[src/rtl/sha256_pad_stream.sv]
`default_nettype none
// ============================================================================
// Module   : sha256_pad_stream
// Brief    : Byte stream to SHA-256 padded 32-bit word stream (0x80, zeros,
//            64-bit big-endian bit length), with block overflow handling.
// Revision : 1.0
// ============================================================================
module sha256_pad_stream #(
    parameter int BLK_W = 3
) (
    input  logic             clk,
    input  logic             rst,
    input  logic [7:0]       in_data,
    input  logic             in_valid,
    input  logic             in_last,
    output logic             in_ready,
    output logic [31:0]      out_word,
    output logic             out_valid,
    input  logic             out_ready,
    output logic [3:0]       out_word_idx,
    output logic [BLK_W-1:0] out_block_idx,
    output logic             out_block_end,
    output logic             msg_done,
    output logic             overflow
);
    localparam int CNT_W = BLK_W + 6;

    localparam logic [2:0] ST_ABSORB = 3'd0;
    localparam logic [2:0] ST_ZERO   = 3'd1;
    localparam logic [2:0] ST_LEN_HI = 3'd2;
    localparam logic [2:0] ST_LEN_LO = 3'd3;
    localparam logic [2:0] ST_DRAIN  = 3'd4;

    logic [2:0]       state_q, state_d;
    logic [1:0]       bp_q, bp_d;
    logic [23:0]      asm_q, asm_d;
    logic [CNT_W-1:0] cnt_q, cnt_d;
    logic [3:0]       word_idx_q, word_idx_d;
    logic [BLK_W-1:0] blk_idx_q, blk_idx_d;
    logic [31:0]      out_word_q, out_word_d;
    logic             out_valid_q, out_valid_d;
    logic             pend80_q, pend80_d;
    logic             last_seen_q, last_seen_d;
    logic             fin_q, fin_d;
    logic             msg_done_q, msg_done_d;
    logic             overflow_q, overflow_d;

    logic             w_hs;
    logic             w_free;
    logic             w_acc;
    logic             w_wrap;
    logic [3:0]       w_load_idx;
    logic [63:0]      w_bit_len;
    logic [31:0]      w_word;

    assign w_hs       = out_valid_q && out_ready;
    assign w_free     = !out_valid_q || out_ready;
    assign in_ready   = ((state_q == ST_ABSORB) && w_free) || (state_q == ST_DRAIN);
    assign w_acc      = in_valid && in_ready;
    // Index the next loaded word will carry; loads only happen when the register is free.
    assign w_load_idx = out_valid_q ? (word_idx_q + 4'd1) : word_idx_q;
    assign w_bit_len  = 64'({cnt_q, 3'b000});
    // The final length word never counts as a block wrap: a full-size message is legal.
    assign w_wrap     = w_hs && (word_idx_q == 4'hF) && (&blk_idx_q) && !fin_q;

    always_comb begin
        w_word = {asm_q, in_data};
        case (bp_q)
            2'd0:    w_word = {in_data, 8'h80, 16'h0000};
            2'd1:    w_word = {asm_q[23:16], in_data, 8'h80, 8'h00};
            2'd2:    w_word = {asm_q[23:8], in_data, 8'h80};
            default: w_word = {asm_q, in_data};
        endcase
    end

    always_comb begin
        state_d     = state_q;
        bp_d        = bp_q;
        asm_d       = asm_q;
        cnt_d       = cnt_q;
        word_idx_d  = word_idx_q;
        blk_idx_d   = blk_idx_q;
        out_word_d  = out_word_q;
        out_valid_d = out_valid_q;
        pend80_d    = pend80_q;
        last_seen_d = last_seen_q;
        fin_d       = fin_q;
        msg_done_d  = 1'b0;
        overflow_d  = overflow_q;

        if (w_hs) begin
            out_valid_d = 1'b0;
            word_idx_d  = word_idx_q + 4'd1;
            if (word_idx_q == 4'hF) begin
                blk_idx_d = blk_idx_q + BLK_W'(1);
            end
        end

        case (state_q)
            ST_ABSORB: begin
                if (w_acc) begin
                    cnt_d = (&cnt_q) ? cnt_q : (cnt_q + CNT_W'(1));
                    if (in_last) begin
                        last_seen_d = 1'b1;
                    end
                    if ((bp_q == 2'd3) || in_last) begin
                        out_word_d  = w_word;
                        out_valid_d = 1'b1;
                        bp_d        = 2'd0;
                        if (in_last && (bp_q == 2'd3)) begin
                            pend80_d = 1'b1;
                            state_d  = ST_ZERO;
                        end else if (in_last) begin
                            state_d = (w_load_idx == 4'd13) ? ST_LEN_HI : ST_ZERO;
                        end
                    end else begin
                        case (bp_q)
                            2'd0:    asm_d[23:16] = in_data;
                            2'd1:    asm_d[15:8]  = in_data;
                            default: asm_d[7:0]   = in_data;
                        endcase
                        bp_d = bp_q + 2'd1;
                    end
                end
            end
            ST_ZERO: begin
                if (w_free) begin
                    out_word_d  = pend80_q ? 32'h8000_0000 : 32'h0000_0000;
                    out_valid_d = 1'b1;
                    pend80_d    = 1'b0;
                    if (w_load_idx == 4'd13) begin
                        state_d = ST_LEN_HI;
                    end
                end
            end
            ST_LEN_HI: begin
                if (w_free) begin
                    out_word_d  = w_bit_len[63:32];
                    out_valid_d = 1'b1;
                    state_d     = ST_LEN_LO;
                end
            end
            ST_LEN_LO: begin
                if (fin_q && w_hs) begin
                    msg_done_d  = 1'b1;
                    fin_d       = 1'b0;
                    last_seen_d = 1'b0;
                    bp_d        = 2'd0;
                    cnt_d       = '0;
                    word_idx_d  = 4'd0;
                    blk_idx_d   = '0;
                    state_d     = ST_ABSORB;
                end else if (!fin_q && w_free) begin
                    out_word_d  = w_bit_len[31:0];
                    out_valid_d = 1'b1;
                    fin_d       = 1'b1;
                end
            end
            ST_DRAIN: begin
                if (w_acc && in_last) begin
                    state_d = ST_ABSORB;
                end
            end
            default: state_d = ST_ABSORB;
        endcase

        // Overflow abandons the rest of the message; any byte taken this cycle is dropped.
        if (w_wrap) begin
            overflow_d  = 1'b1;
            out_valid_d = 1'b0;
            bp_d        = 2'd0;
            cnt_d       = '0;
            word_idx_d  = 4'd0;
            blk_idx_d   = '0;
            pend80_d    = 1'b0;
            fin_d       = 1'b0;
            last_seen_d = 1'b0;
            state_d     = (last_seen_q || (w_acc && in_last)) ? ST_ABSORB : ST_DRAIN;
        end
    end

    always_ff @(posedge clk) begin
        if (rst) begin
            state_q     <= ST_ABSORB;
            bp_q        <= 2'd0;
            asm_q       <= 24'd0;
            cnt_q       <= '0;
            word_idx_q  <= 4'd0;
            blk_idx_q   <= '0;
            out_word_q  <= 32'd0;
            out_valid_q <= 1'b0;
            pend80_q    <= 1'b0;
            last_seen_q <= 1'b0;
            fin_q       <= 1'b0;
            msg_done_q  <= 1'b0;
            overflow_q  <= 1'b0;
        end else begin
            state_q     <= state_d;
            bp_q        <= bp_d;
            asm_q       <= asm_d;
            cnt_q       <= cnt_d;
            word_idx_q  <= word_idx_d;
            blk_idx_q   <= blk_idx_d;
            out_word_q  <= out_word_d;
            out_valid_q <= out_valid_d;
            pend80_q    <= pend80_d;
            last_seen_q <= last_seen_d;
            fin_q       <= fin_d;
            msg_done_q  <= msg_done_d;
            overflow_q  <= overflow_d;
        end
    end

    assign out_word      = out_word_q;
    assign out_valid     = out_valid_q;
    assign out_word_idx  = word_idx_q;
    assign out_block_idx = blk_idx_q;
    assign out_block_end = out_valid_q && (word_idx_q == 4'hF);
    assign msg_done      = msg_done_q;
    assign overflow      = overflow_q;

endmodule
`default_nettype wire
[config.mk]
export PLATFORM = sky130hd
export DESIGN_NAME = sha256_pad_stream
export DESIGN_NICKNAME = d
export VERILOG_FILES = /design/src/rtl/sha256_pad_stream.sv
export SDC_FILE = /design/constraint.sdc
export NUM_CORES = 1
export LEC_CHECK = 0
export CORE_ASPECT_RATIO = 0.8
export CORE_UTILIZATION = 28
export DETAILED_ROUTE_END_ITERATION = 8
export GPL_TIMING_DRIVEN = 0
export PLACE_DENSITY = 0.49
export SLEW_MARGIN = 20
export SYNTH_ARGS = -nofsm -noshare
export SYNTH_HDL_FRONTEND = slang
export SYNTH_SLANG_ARGS = --single-unit
[constraint.sdc]
create_clock -name clk -period 4.45 [get_ports clk]
set_input_delay 0.89 -clock clk [delete_from_list [all_inputs] [get_ports clk]]
set_output_delay 0.89 -clock clk [all_outputs]
set_load 0.03 [all_outputs]
==> impl_metrics.prom, run 1 <==
# TYPE chip_impl_metric gauge
chip_impl_metric{name="starting_drc_count_in_detailed_routing",unit=""} 190
chip_impl_metric{name="required_time_of_the_worst_setup_path",unit="ns"} 3.56
chip_impl_metric{name="final.fill_count",unit=""} 1391
chip_impl_metric{name="antenna-diode-count",unit=""} 0
chip_impl_metric{name="synthesis_stage_register_bit_count",unit=""} 83
chip_impl_metric{name="cts-root-to-sink-buffers",unit=""} 2
chip_impl_metric{name="routed_wirelength",unit="mm"} 10.66
chip_impl_info{name="path_cells",value="buf_2 > nand2b_1 > buf_2 > o21a_1 > clkdlybuf4s50_1"} 1
chip_impl_metric{name="synthArstFlopShare",unit="%"} 0
chip_impl_info{name="ys_top_cells_by_area",value="dfxtp_1 43%, nor2_1 7.7%, mux2i_1 6.5%"} 1
chip_impl_metric{name="detail_route.wl_per_cell",unit="um"} 15.47
chip_impl_metric{name="post-cts-setup-buffer-count",unit=""} 0
chip_impl_metric{name="final.period_utilization",unit="%"} 70.00
chip_impl_metric{name="clkLatencyLatePin",unit="ns"} 0.34
chip_impl_metric{name="rr_worst_depth",unit=""} 8
chip_impl_metric{name="detailroute.via_count",unit=""} 3415
chip_impl_info{name="timing.setup.critical_path_class",value="in -> out"} 1
chip_impl_metric{name="post_synth_instance_area",unit="sq um"} 3875
chip_impl_metric{name="postRouteAntennaNets",unit=""} 0
chip_impl_metric{name="place_inst",unit=""} 674
chip_impl_metric{name="max-vdd-ir-drop",unit="V"} 0.0001959
chip_impl_metric{name="gp_congestion",unit=""} 0.8262
chip_impl_metric{name="floorplan.initialDensity",unit="%"} 28.60
chip_impl_info{name="clockRootBuffer",value="clkbuf_16"} 1
chip_impl_metric{name="detail_route.vias_per_cell",unit=""} 4.956
chip_impl_metric{name="seq_area_frac_synth",unit="%"} 42.88
chip_impl_info{name="critical-path-slowest-cell",value="clkdlybuf4s50_1"} 1
chip_impl_info{name="yosys.area.top_type",value="dfxtp_1"} 1
chip_impl_metric{name="cts-buffers-inserted",unit=""} 9
chip_impl_metric{name="cp_arrival",unit="ns"} 2.23
chip_impl_metric{name="area_occupied_by_multi_input_gates",unit="sq um"} 2046
chip_impl_info{name="cts_tree",value="built"} 1
chip_impl_metric{name="drive_above_1_share",unit="%"} 8.841
chip_impl_metric{name="die_w",unit="um"} 133.5
chip_impl_info{name="worst_setup_path_end_kind",value="primary output"} 1
chip_impl_metric{name="setup_skew_after_layout",unit="ns"} 0.005212
chip_impl_metric{name="drv_slew",unit=""} 0
chip_impl_metric{name="post-synth-top-area-fraction",unit="%"} 42.88
chip_impl_metric{name="dieArea",unit="sq um"} 14320
chip_impl_metric{name="final_cells",unit=""} 689
chip_impl_metric{name="antenna_found_initial",unit=""} 0
chip_impl_metric{name="cellLeakagePower",unit="nW"} 1.864
chip_impl_metric{name="vias_in_the_first_global_route",unit=""} 3330
chip_impl_metric{name="grt.total_usage",unit="%"} 15.77
chip_impl_metric{name="synth.net_count",unit=""} 463
chip_impl_metric{name="ys_types",unit=""} 59
chip_impl_metric{name="core-area",unit="sq um"} 13550
chip_impl_metric{name="regToRegSetupSlack",unit="ns"} 2.09
chip_impl_metric{name="place.detailed.hpwl",unit="mm"} 7.814
chip_impl_metric{name="top_level_i_o_count",unit=""} 57
chip_impl_metric{name="layout-area-overhead-vs-synth",unit="%"} 27.06
chip_impl_metric{name="cts_resized",unit=""} 0
chip_impl_metric{name="grt_max_degree",unit=""} 14
chip_impl_metric{name="power_per_cell_area",unit="nW/um^2"} 395.2
chip_impl_metric{name="numPortBuffers",unit=""} 53
chip_impl_metric{name="setup_viol_count_final",unit=""} 0
chip_impl_metric{name="ys_warn_count",unit=""} 0
chip_impl_metric{name="layout_min_cycle_time",unit="ns"} 3.115
chip_impl_metric{name="grt_overflow_total",unit=""} 0
chip_impl_metric{name="syn_avg_cell_area",unit="sq um"} 8.787
chip_impl_metric{name="timing.critical_path.fanout_max",unit=""} 10
chip_impl_info{name="crit_top_cell",value="buf_2"} 1
chip_impl_metric{name="cts-hold-fix-buffers",unit=""} 0
chip_impl_metric{name="register_area",unit="sq um"} 1662
chip_impl_metric{name="clock_sinks",unit=""} 83
chip_impl_metric{name="remaining_drc_errors",unit=""} 0
chip_impl_metric{name="die_h",unit="um"} 107.2
chip_impl_metric{name="number_of_max_capacitance_violations_reported",unit=""} 0
chip_impl_info{name="setup_repair_after_global_routing_missed_its_margin",value="no"} 1
chip_impl_info{name="status",value="complete, no violations"} 1
chip_impl_metric{name="number_of_enable_flip_flop_cells_after_synthesis",unit=""} 0
chip_impl_metric{name="drt_first_pass_iters",unit=""} 4
chip_impl_metric{name="synthesis.instances",unit=""} 441
chip_impl_metric{name="holdPathStages",unit=""} 2
chip_impl_metric{name="row_count",unit=""} 38
chip_impl_metric{name="max_stage_delay",unit="ns"} 0.68
chip_impl_metric{name="cts.reportedPaths.clkPinSlew",unit="ns"} 0.06
chip_impl_info{name="synth_top_flop_cell",value="dfxtp_1"} 1
chip_impl_metric{name="measured_slew_at_the_worst_slew_check_pin",unit="ns"} 0.7667
chip_impl_info{name="timing.critical_path.from_type",value="input port"} 1
chip_impl_metric{name="max_freq",unit="MHz"} 321.0
chip_impl_metric{name="fin_setup_tns",unit="ns"} 0
chip_impl_info{name="worstHoldPathType",value="reg -> reg"} 1
chip_impl_metric{name="first_pass_grt_wire_length",unit="mm"} 17.52
chip_impl_metric{name="timing_hold_violations_final",unit=""} 0
chip_impl_metric{name="htreeDepth",unit=""} 3
chip_impl_metric{name="max-slew-margin-rel",unit="%"} 48.67
chip_impl_metric{name="layout.nets",unit=""} 527
## cells in the final DEF, fill, tap and decap left out, types with 5 or more instances in the layout
master	Yosys	layout
a211oi_1	5	5
a21oi_1	35	35
a221oi_1	8	8
a22oi_1	18	18
a31oi_1	5	5
buf_2	10	10
clkbuf_1	16	16
clkbuf_16	0	9
clkdlybuf4s50_1	0	53
dfxtp_1	83	83
ha_1	9	9
inv_1	5	5
mux2i_1	25	25
nand2_1	23	23
nand3_1	18	18
nor2_1	80	80
nor3_1	25	25
xnor2_1	9	9
## cell families after synthesis
family / Yosys count / synth area share [%]
buf+inv: 37 / 4.327
fa+ha+maj: 9 / 2.906
simple gates: 179 / 23.31
flops: 83 / 42.88
mux: 27 / 7.039
xor+xnor: 12 / 2.713
compound gates: 94 / 16.82
## power breakdown
part	switching (mW)	internal, mW	total (mW)
combinational	0.245	0.146	0.392
sequential	0.0263	0.785	0.812
clock	0.298	0.445	0.743
total	0.570	1.38	1.95
## critical path: cells and delay by family
family                 cells  cell delay (ns)
AO/OA/AOI/OAI              1             0.16
buffers and inverters      3             1.05
AND/OR/NAND/NOR            1             0.12
## registers in the layout (all words and copies together), names as in the netlist, 2 cells and up
signal	flops
out_word_idx	4
bp_q	2
state_q	3
cnt_q	9
asm_q	24
out_word	32
out_block_idx	3
## path summary, 6_finish.rpt
check,start,end
worst min-delay path,out_word[23],out_word[23]
worst max register to register,out_word_idx[0],cnt_q[7]
worst max-delay path,out_ready,in_ready
worst min register to register,out_word[23],out_word[23]
## area by class of cell
type | instances | share of cell area (%)
plain buffers | 32 | 3.024
clock buffers | 10 | 4.854
clock inverters | 5 | 1.093
inverters | 5 | 0.3812
multi-input cells | 321 | 41.55
flip-flops and latches | 83 | 33.75
well taps | 180 | 4.574
repair buffers | 53 | 10.78
## metrics by stage
step	utilization, %	cell area, sq um	hold slack [ns]	total power [mW]	setup WS, ns
after floorplan	-	3875	0.4312	1.079	1.946
after global placement	34.17	4631	0.4477	1.216	1.323
after detailed placement	34.17	4631	0.4479	1.220	1.319
after CTS	36.33	4923	0.4559	1.972	1.313
after global routing	36.33	4923	0.4869	2.037	1.251
final	36.33	4923	0.4532	1.946	1.335
## per-layer routing
layer | part of all wire, % | global-route usage, % | vias to the layer above | routed length [um]
li1 | - | - | 1706 | -
met5 | 0 | 0 | - | 0
met4 | 1.2 | 5.032 | 0 | 125
met3 | 4.8 | 3.357 | 12 | 511
met2 | 43 | 23.96 | 69 | 4567
met1 | 51 | 22.09 | 1628 | 5453
## synthesized netlist by cell type, drive strengths merged, types with 2 or more instances
library cell   n
o21ai          3
xor2           3
o211ai         2
a311oi         4
dfxtp         83
nand2         23
inv            5
a211oi         5
ha             9
a31oi          5
a2111oi        4
nor2          83
a221oi         8
nor4b          2
or2            4
buf           15
or3            3
nand4b         2
nor2b          4
a22o           2
mux2i         25
o21a           2
a21oi         35
and3           2
xnor2          9
nor3          25
mux2           2
clkbuf        17
o22ai          2
nand3         21
a22oi         18
nand2b         2
No activity file was read; power rests on OpenSTA's default activity.
==> run 2: changes to the inputs <==
clock period = 3.2 ns   (was 4.45 ns; I/O delays follow)
==> results of run 2 <==
The final DEF is identical to that of run 1. Status: complete, no violations.
Among the figures that moved: setup slack after placement 1.319 ns -> 0.4685 ns; setup slack after layout 1.335 ns -> 0.5818 ns; start point of the critical path out_ready -> out_word_idx[0]; end point of the critical path in_ready -> out_block_end; register-to-register setup slack 2.09 ns -> 0.84 ns; total power 1.946 mW -> 2.706 mW; worst IR drop on VDD 0.0001959 V -> 0.0002725 V
